--- src/rtl/uart_cmd_pkg.sv ---
// Shared constants, FSM encoding and checksum helper for the UART command path.
// Also consumed by the uart_tx-side responder.
package uart_cmd_pkg;

    localparam logic [7:0] SYNC_DEF   = 8'hA5;
    localparam logic [7:0] ACK_BYTE   = 8'h06;
    localparam logic [7:0] NAK_BYTE   = 8'h15;
    localparam int         CMD_WR_BIT = 7;

    typedef enum logic [2:0] {
        ST_IDLE,
        ST_GET_CMD,
        ST_GET_DATA,
        ST_GET_CHK,
        ST_EXEC,
        ST_RD_WAIT,
        ST_RESP
    } state_t;

    function automatic logic chk_ok(
        input logic [7:0] cmd,
        input logic [7:0] data,
        input logic [7:0] chk
    );
        return (cmd ^ data) == chk;
    endfunction

endpackage

--- src/rtl/uart_byte_timer.sv ---
// Inter-byte timeout counter: counts while enabled, saturates,
// and flags expiry on the TIMEOUT_CYCLES-th silent cycle.
module uart_byte_timer #(
    parameter int TIMEOUT_CYCLES = 104160
) (
    input  logic clk,
    input  logic rst,
    input  logic clear,
    input  logic enable,
    output logic expire
);

    localparam int W = $clog2(TIMEOUT_CYCLES + 1);
    localparam logic [W-1:0] LIM    = W'(TIMEOUT_CYCLES);
    localparam logic [W-1:0] LIM_M1 = W'(TIMEOUT_CYCLES - 1);

    logic [W-1:0] cnt;

    always_ff @(posedge clk or posedge rst) begin
        if (rst) begin
            cnt <= '0;
        end else if (clear) begin
            cnt <= '0;
        end else if (enable && cnt != LIM) begin
            cnt <= cnt + W'(1);
        end
    end

    assign expire = enable && (cnt >= LIM_M1);

endmodule

--- src/rtl/uart_cmd_ctrl.sv ---
// Frame parser: SYNC/CMD/DATA/CHK -> one register access and one
// response byte; owns the inter-byte timeout and error counter.
module uart_cmd_ctrl
    import uart_cmd_pkg::*;
#(
    parameter int          ADDR_W         = 4,
    parameter int          TIMEOUT_CYCLES = 104160,
    parameter logic [7:0]  SYNC_BYTE      = SYNC_DEF
) (
    input  logic              clk,
    input  logic              rst,
    input  logic [7:0]        rx_byte,
    input  logic              rx_valid,
    output logic              reg_wr_en,
    output logic              reg_rd_en,
    output logic [ADDR_W-1:0] reg_addr,
    output logic [7:0]        reg_wdata,
    input  logic [7:0]        reg_rdata,
    output logic [7:0]        tx_byte,
    output logic              tx_valid,
    input  logic              tx_ready,
    output logic              busy,
    output logic [7:0]        err_cnt
);

    state_t     state;
    logic [7:0] cmd_r;
    logic [7:0] data_r;
    logic       in_get;
    logic       expire;
    logic       good;
    logic       err_evt;

    assign in_get = (state == ST_GET_CMD) ||
                    (state == ST_GET_DATA) ||
                    (state == ST_GET_CHK);
    assign good   = chk_ok(cmd_r, data_r, rx_byte);
    assign busy   = (state != ST_IDLE);

    uart_byte_timer #(
        .TIMEOUT_CYCLES(TIMEOUT_CYCLES)
    ) u_timer (
        .clk    (clk),
        .rst    (rst),
        .clear  (!in_get || rx_valid),
        .enable (in_get),
        .expire (expire)
    );

    // All error sources in a cycle collapse into one increment.
    always_comb begin
        err_evt = 1'b0;
        if (in_get && !rx_valid && expire)
            err_evt = 1'b1;
        if (state == ST_GET_CHK && rx_valid && !good)
            err_evt = 1'b1;
        if (rx_valid && (state == ST_EXEC ||
                         state == ST_RD_WAIT ||
                         state == ST_RESP))
            err_evt = 1'b1;
    end

    always_ff @(posedge clk or posedge rst) begin
        if (rst) begin
            state     <= ST_IDLE;
            cmd_r     <= '0;
            data_r    <= '0;
            reg_wr_en <= 1'b0;
            reg_rd_en <= 1'b0;
            reg_addr  <= '0;
            reg_wdata <= '0;
            tx_byte   <= '0;
            tx_valid  <= 1'b0;
            err_cnt   <= '0;
        end else begin
            reg_wr_en <= 1'b0;
            reg_rd_en <= 1'b0;
            if (err_evt && err_cnt != 8'hFF)
                err_cnt <= err_cnt + 8'd1;
            unique case (state)
                ST_IDLE: begin
                    if (rx_valid && rx_byte == SYNC_BYTE)
                        state <= ST_GET_CMD;
                end
                ST_GET_CMD: begin
                    if (rx_valid) begin
                        cmd_r <= rx_byte;
                        state <= ST_GET_DATA;
                    end else if (expire) begin
                        state <= ST_IDLE;
                    end
                end
                ST_GET_DATA: begin
                    if (rx_valid) begin
                        data_r <= rx_byte;
                        state  <= ST_GET_CHK;
                    end else if (expire) begin
                        state <= ST_IDLE;
                    end
                end
                ST_GET_CHK: begin
                    if (rx_valid && good) begin
                        state    <= ST_EXEC;
                        reg_addr <= cmd_r[ADDR_W-1:0];
                        if (cmd_r[CMD_WR_BIT]) begin
                            reg_wr_en <= 1'b1;
                            reg_wdata <= data_r;
                        end else begin
                            reg_rd_en <= 1'b1;
                        end
                    end else if (rx_valid) begin
                        state    <= ST_RESP;
                        tx_byte  <= NAK_BYTE;
                        tx_valid <= 1'b1;
                    end else if (expire) begin
                        state <= ST_IDLE;
                    end
                end
                ST_EXEC: begin
                    if (cmd_r[CMD_WR_BIT]) begin
                        state    <= ST_RESP;
                        tx_byte  <= ACK_BYTE;
                        tx_valid <= 1'b1;
                    end else begin
                        state <= ST_RD_WAIT;
                    end
                end
                ST_RD_WAIT: begin
                    state    <= ST_RESP;
                    tx_byte  <= reg_rdata;
                    tx_valid <= 1'b1;
                end
                ST_RESP: begin
                    if (tx_ready) begin
                        state    <= ST_IDLE;
                        tx_valid <= 1'b0;
                    end
                end
                default: state <= ST_IDLE;
            endcase
        end
    end

endmodule

--- config.mk ---
export PLATFORM = sky130hd
export DESIGN_NAME = uart_cmd_ctrl
export DESIGN_NICKNAME = d
export VERILOG_FILES = /design/src/rtl/uart_cmd_pkg.sv /design/src/rtl/uart_byte_timer.sv /design/src/rtl/uart_cmd_ctrl.sv
export SDC_FILE = /design/constraint.sdc
export NUM_CORES = 1
export LEC_CHECK = 0
export ABC_AREA = 1
export CAP_MARGIN = 25
export CORE_MARGIN = 3
export CORE_UTILIZATION = 45
export CTS_BUF_LIST = sky130_fd_sc_hd__clkbuf_8
export CTS_CLUSTER_DIAMETER = 50
export DETAILED_ROUTE_END_ITERATION = 7
export PLACE_DENSITY = 0.68
export SLEW_MARGIN = 20
export SYNTH_ARGS = -nofsm -noshare
export SYNTH_HDL_FRONTEND = slang
export SYNTH_HIERARCHICAL = 1
export SYNTH_SLANG_ARGS = --single-unit
--- constraint.sdc ---
create_clock -name clk -period 2.1 [get_ports clk]
set_clock_uncertainty 0.1 [all_clocks]
set_input_delay 0.315 -clock clk [delete_from_list [all_inputs] [get_ports clk]]
set_output_delay 0.315 -clock clk [all_outputs]
set_load 0.01 [all_outputs]
==> flow_summary.json <==
{
  "ys_types": 32,
  "postSynthCellCount": 523,
  "r2r-end": "err_cnt[0]$_DFFE_PP0P_",
  "yosysTopAreaCell": "dfrtp_1",
  "synth_top_family_by_area": "simple AND/OR/NAND/NOR gates",
  "cts_tree": "yes",
  "hold_violations": 0,
  "finalSetupViolCount": 0,
  "netlist_top_cells_area": "dfrtp_1, nand2_1, inv_1, nand3_1, nor2_1",
  "required_ns": 1.68,
  "clk_pin_slew_worst_paths_ns": 0.08,
  "synth_simple_gate_area_share_pct": 36.5,
  "synth_top_area_share_pct": 43.8,
  "place_congestion": 0.932,
  "critPathMaxFanout": 5,
  "critical_path_class": "reg2out",
  "port_buffers": 51,
  "vdd_ir_drop_max_uv": 413,
  "grt_usage_pct": 20.5,
  "vias": 3615,
  "grt-ovfl-total": 0,
  "first_global_vias": 3460,
  "wl_um": 9250,
  "cts_num_sinks": 67,
  "p_per_area_mw_per_mm2": 1010,
  "syn2layout_area_growth_pct": 28.4,
  "grt_max_degree": 33,
  "slew_viol_final": 0,
  "dieHeight_um": 98.2,
  "insertion_delay_ns": 0.34,
  "synth_warnings": 6,
  "status": "completed",
  "worstPathArrival_ns": 1.61,
  "p_leak_nw": 2.42,
  "nets": 626,
  "muxShareOfSynthArea_pct": 0,
  "io_pins": 52,
  "r2r_setup_slack_ns": 0.17,
  "synthAdderAreaFrac_pct": 0.981,
  "end_kind": "primary output",
  "initial_core_util_pct": 46.6,
  "grt_pass1_wl_um": 16200,
  "fin_crit_sh_pct": 96.6,
  "hold_path_class": "in2async",
  "core-area_mm2": 0.00822,
  "postCtsHoldBufs": 0,
  "avgRoutedWirePerCell_um": 13.0,
  "diodes": 0,
  "start_kind": "flop",
  "ys_ff_latch": 67,
  "netlist_area_mm2": 0.00383,
  "dr.pass1.iters": 5,
  "viasPerCell": 5.07,
  "slew_headroom_pct": 72.3,
  "initialDrtViolationCount": 194,
  "drc": 0,
  "stdcell_count": 713,
  "root_buffer": "clkbuf_8",
  "maxCapViolations": 0,
  "clock_path_buffers": 2,
  "r2r.worst_path.cells": 14,
  "ant_nets": 0,
  "finalCriticalPeriod_ns": 2.03,
  "rows": 33,
  "syn-num-nets": 546,
  "timing.rr.start": "u_timer/cnt[11]$_DFFE_PP0P_",
  "drive_gt1_share_pct": 15.3,
  "synth-xor-area-share_pct": 1.83,
  "grt_antenna_before_repair": 0,
  "synth_compound_area_share_pct": 8.63,
  "holdWs_ns": 0.207,
  "dieWidth_um": 98.2,
  "die_area_mm2": 0.00965,
  "syn_avg_cell_area_um2": 7.32,
  "synth_seq_area_share_pct": 43.8,
  "max_freq_ghz": 0.493,
  "tightestPinTransition_ns": 0.415,
  "cts.htree.levels": 3,
  "numCtsBuffers": 9,
  "dp_cells": 688,
  "dpl.hpwl_um": 6810
}
## placed cells by master (no fill, tap or decap), types with 2 or more instances in the layout
cell / count
a21oi_1: 4
nand3b_1: 4
o21ai_2: 9
nand2_1: 190
nor3b_1: 2
o21bai_1: 2
clkdlybuf4s50_1: 51
dfrtp_1: 61
o21ai_0: 28
nand4_1: 17
nor2_4: 3
dfrtp_2: 6
nand2_2: 7
buf_12: 3
o21ai_1: 10
bufinv_16: 2
nand3_2: 3
xor2_1: 5
ha_1: 3
xnor2_1: 3
nand3_1: 35
clkbuf_8: 10
nor3_1: 2
inv_1: 57
nor2_2: 6
o211ai_1: 2
clkinvlp_4: 2
inv_2: 8
buf_4: 25
nor2_1: 37
## state kept, by name, summed over array words and instances (netlist names)
signal / cells
u_timer/cnt: 17
cmd_r: 8
data_r: 8
err_cnt: 8
reg_wdata: 8
tx_byte: 8
reg_addr: 4
state: 3
reg_rd_en: 1
reg_wr_en: 1
tx_valid: 1
## timing repair
| action | CTS | global route |
|---|---|---|
| gates resized for setup | 1 | 17 |
| pin swaps | 0 | 6 |
| buffers inserted | 0 | 9 |
| endpoints found under the setup margin | 1 | 9 |
## area by class of cell
cell class / count / area (um^2)
clock inverters: 6 / 88.8
clock buffers: 10 / 138
flip-flops and latches: 67 / 1680
fillers: 750 / 3300
repair buffers: 79 / 758
inverters: 65 / 244
multi-input cells: 381 / 1870
well taps: 105 / 131
## worst max path at each step
stage | startpoint | endpoint | depth (start not counted)
final | state[0]$_DFFE_PP0P_ | busy | 5
after global placement | rx_byte[5] | err_cnt[7]$_DFFE_PP0P_ | 14
after floorplan | u_timer/cnt[1]$_DFFE_PP0P_ | err_cnt[4]$_DFFE_PP0P_ | 14
after global routing | u_timer/cnt[11]$_DFFE_PP0P_ | err_cnt[5]$_DFFE_PP0P_ | 14
after detailed placement | rx_byte[5] | err_cnt[1]$_DFFE_PP0P_ | 14
after CTS | state[0]$_DFFE_PP0P_ | busy | 5
## Yosys cell counts (all sizes together)
| master | number |
|---|---|
| a21oi | 5 |
| buf | 8 |
| clkbuf | 2 |
| dfrtp | 67 |
| ha | 3 |
| inv | 65 |
| nand2 | 199 |
| nand3 | 38 |
| nand3b | 4 |
| nand4 | 18 |
| nor2 | 47 |
| nor3 | 3 |
| nor3b | 2 |
| nor4 | 1 |
| o211ai | 2 |
| o21ai | 47 |
| o21bai | 2 |
| o22ai | 1 |
| or2 | 1 |
| xnor2 | 3 |
| xor2 | 5 |
## per-layer routing
| layer | up-vias | share of wire [%] | global-route usage [%] |
|---|---|---|---|
| met5 | - | 0 | 0 |
| met4 | 0 | 1.7 | 7.88 |
| met3 | 14 | 5.7 | 3.71 |
| met2 | 110 | 46 | 31.3 |
| met1 | 1666 | 46 | 29.0 |
| li1 | 1825 | - | - |
## cells by family after synthesis
logic type	Yosys count
simple gates	313
buf+inv	75
flops	67
compound gates	57
xor+xnor	8
fa+ha+maj	3
## stage by stage
stage	TNS [ns]	power [mW]	setup WS (ns)	instance area, um^2	utilization, %
finish	0	4.95	0.0724	4910	59.8
global route	-0.143	5.36	-0.0361	4910	59.8
CTS	0	4.92	0.0325	4790	58.3
detailed placement	-0.335	3.69	-0.0407	4560	55.5
global placement	-0.242	3.64	-0.0316	4560	55.5
floorplan	0	3.05	0.283	3830	-
## power by group
| part | total (mW) | leakage [nW] | internal (mW) | switching, mW |
|---|---|---|---|---|
| registers | 1.82 | 0.882 | 1.58 | 0.243 |
| logic | 1.91 | 1.43 | 0.793 | 1.12 |
| clock network | 1.21 | 0.108 | 0.700 | 0.508 |
| total | 4.95 | 2.42 | 3.07 | 1.87 |
## worst max-delay path: stages (launching register included)
cell	delay [ns]
dfrtp_2	0.44
nor2_2	0.14
inv_1	0.05
nor2_1	0.08
inv_1	0.07
clkdlybuf4s50_1	0.48
No activity file was read; power rests on OpenSTA's default activity.
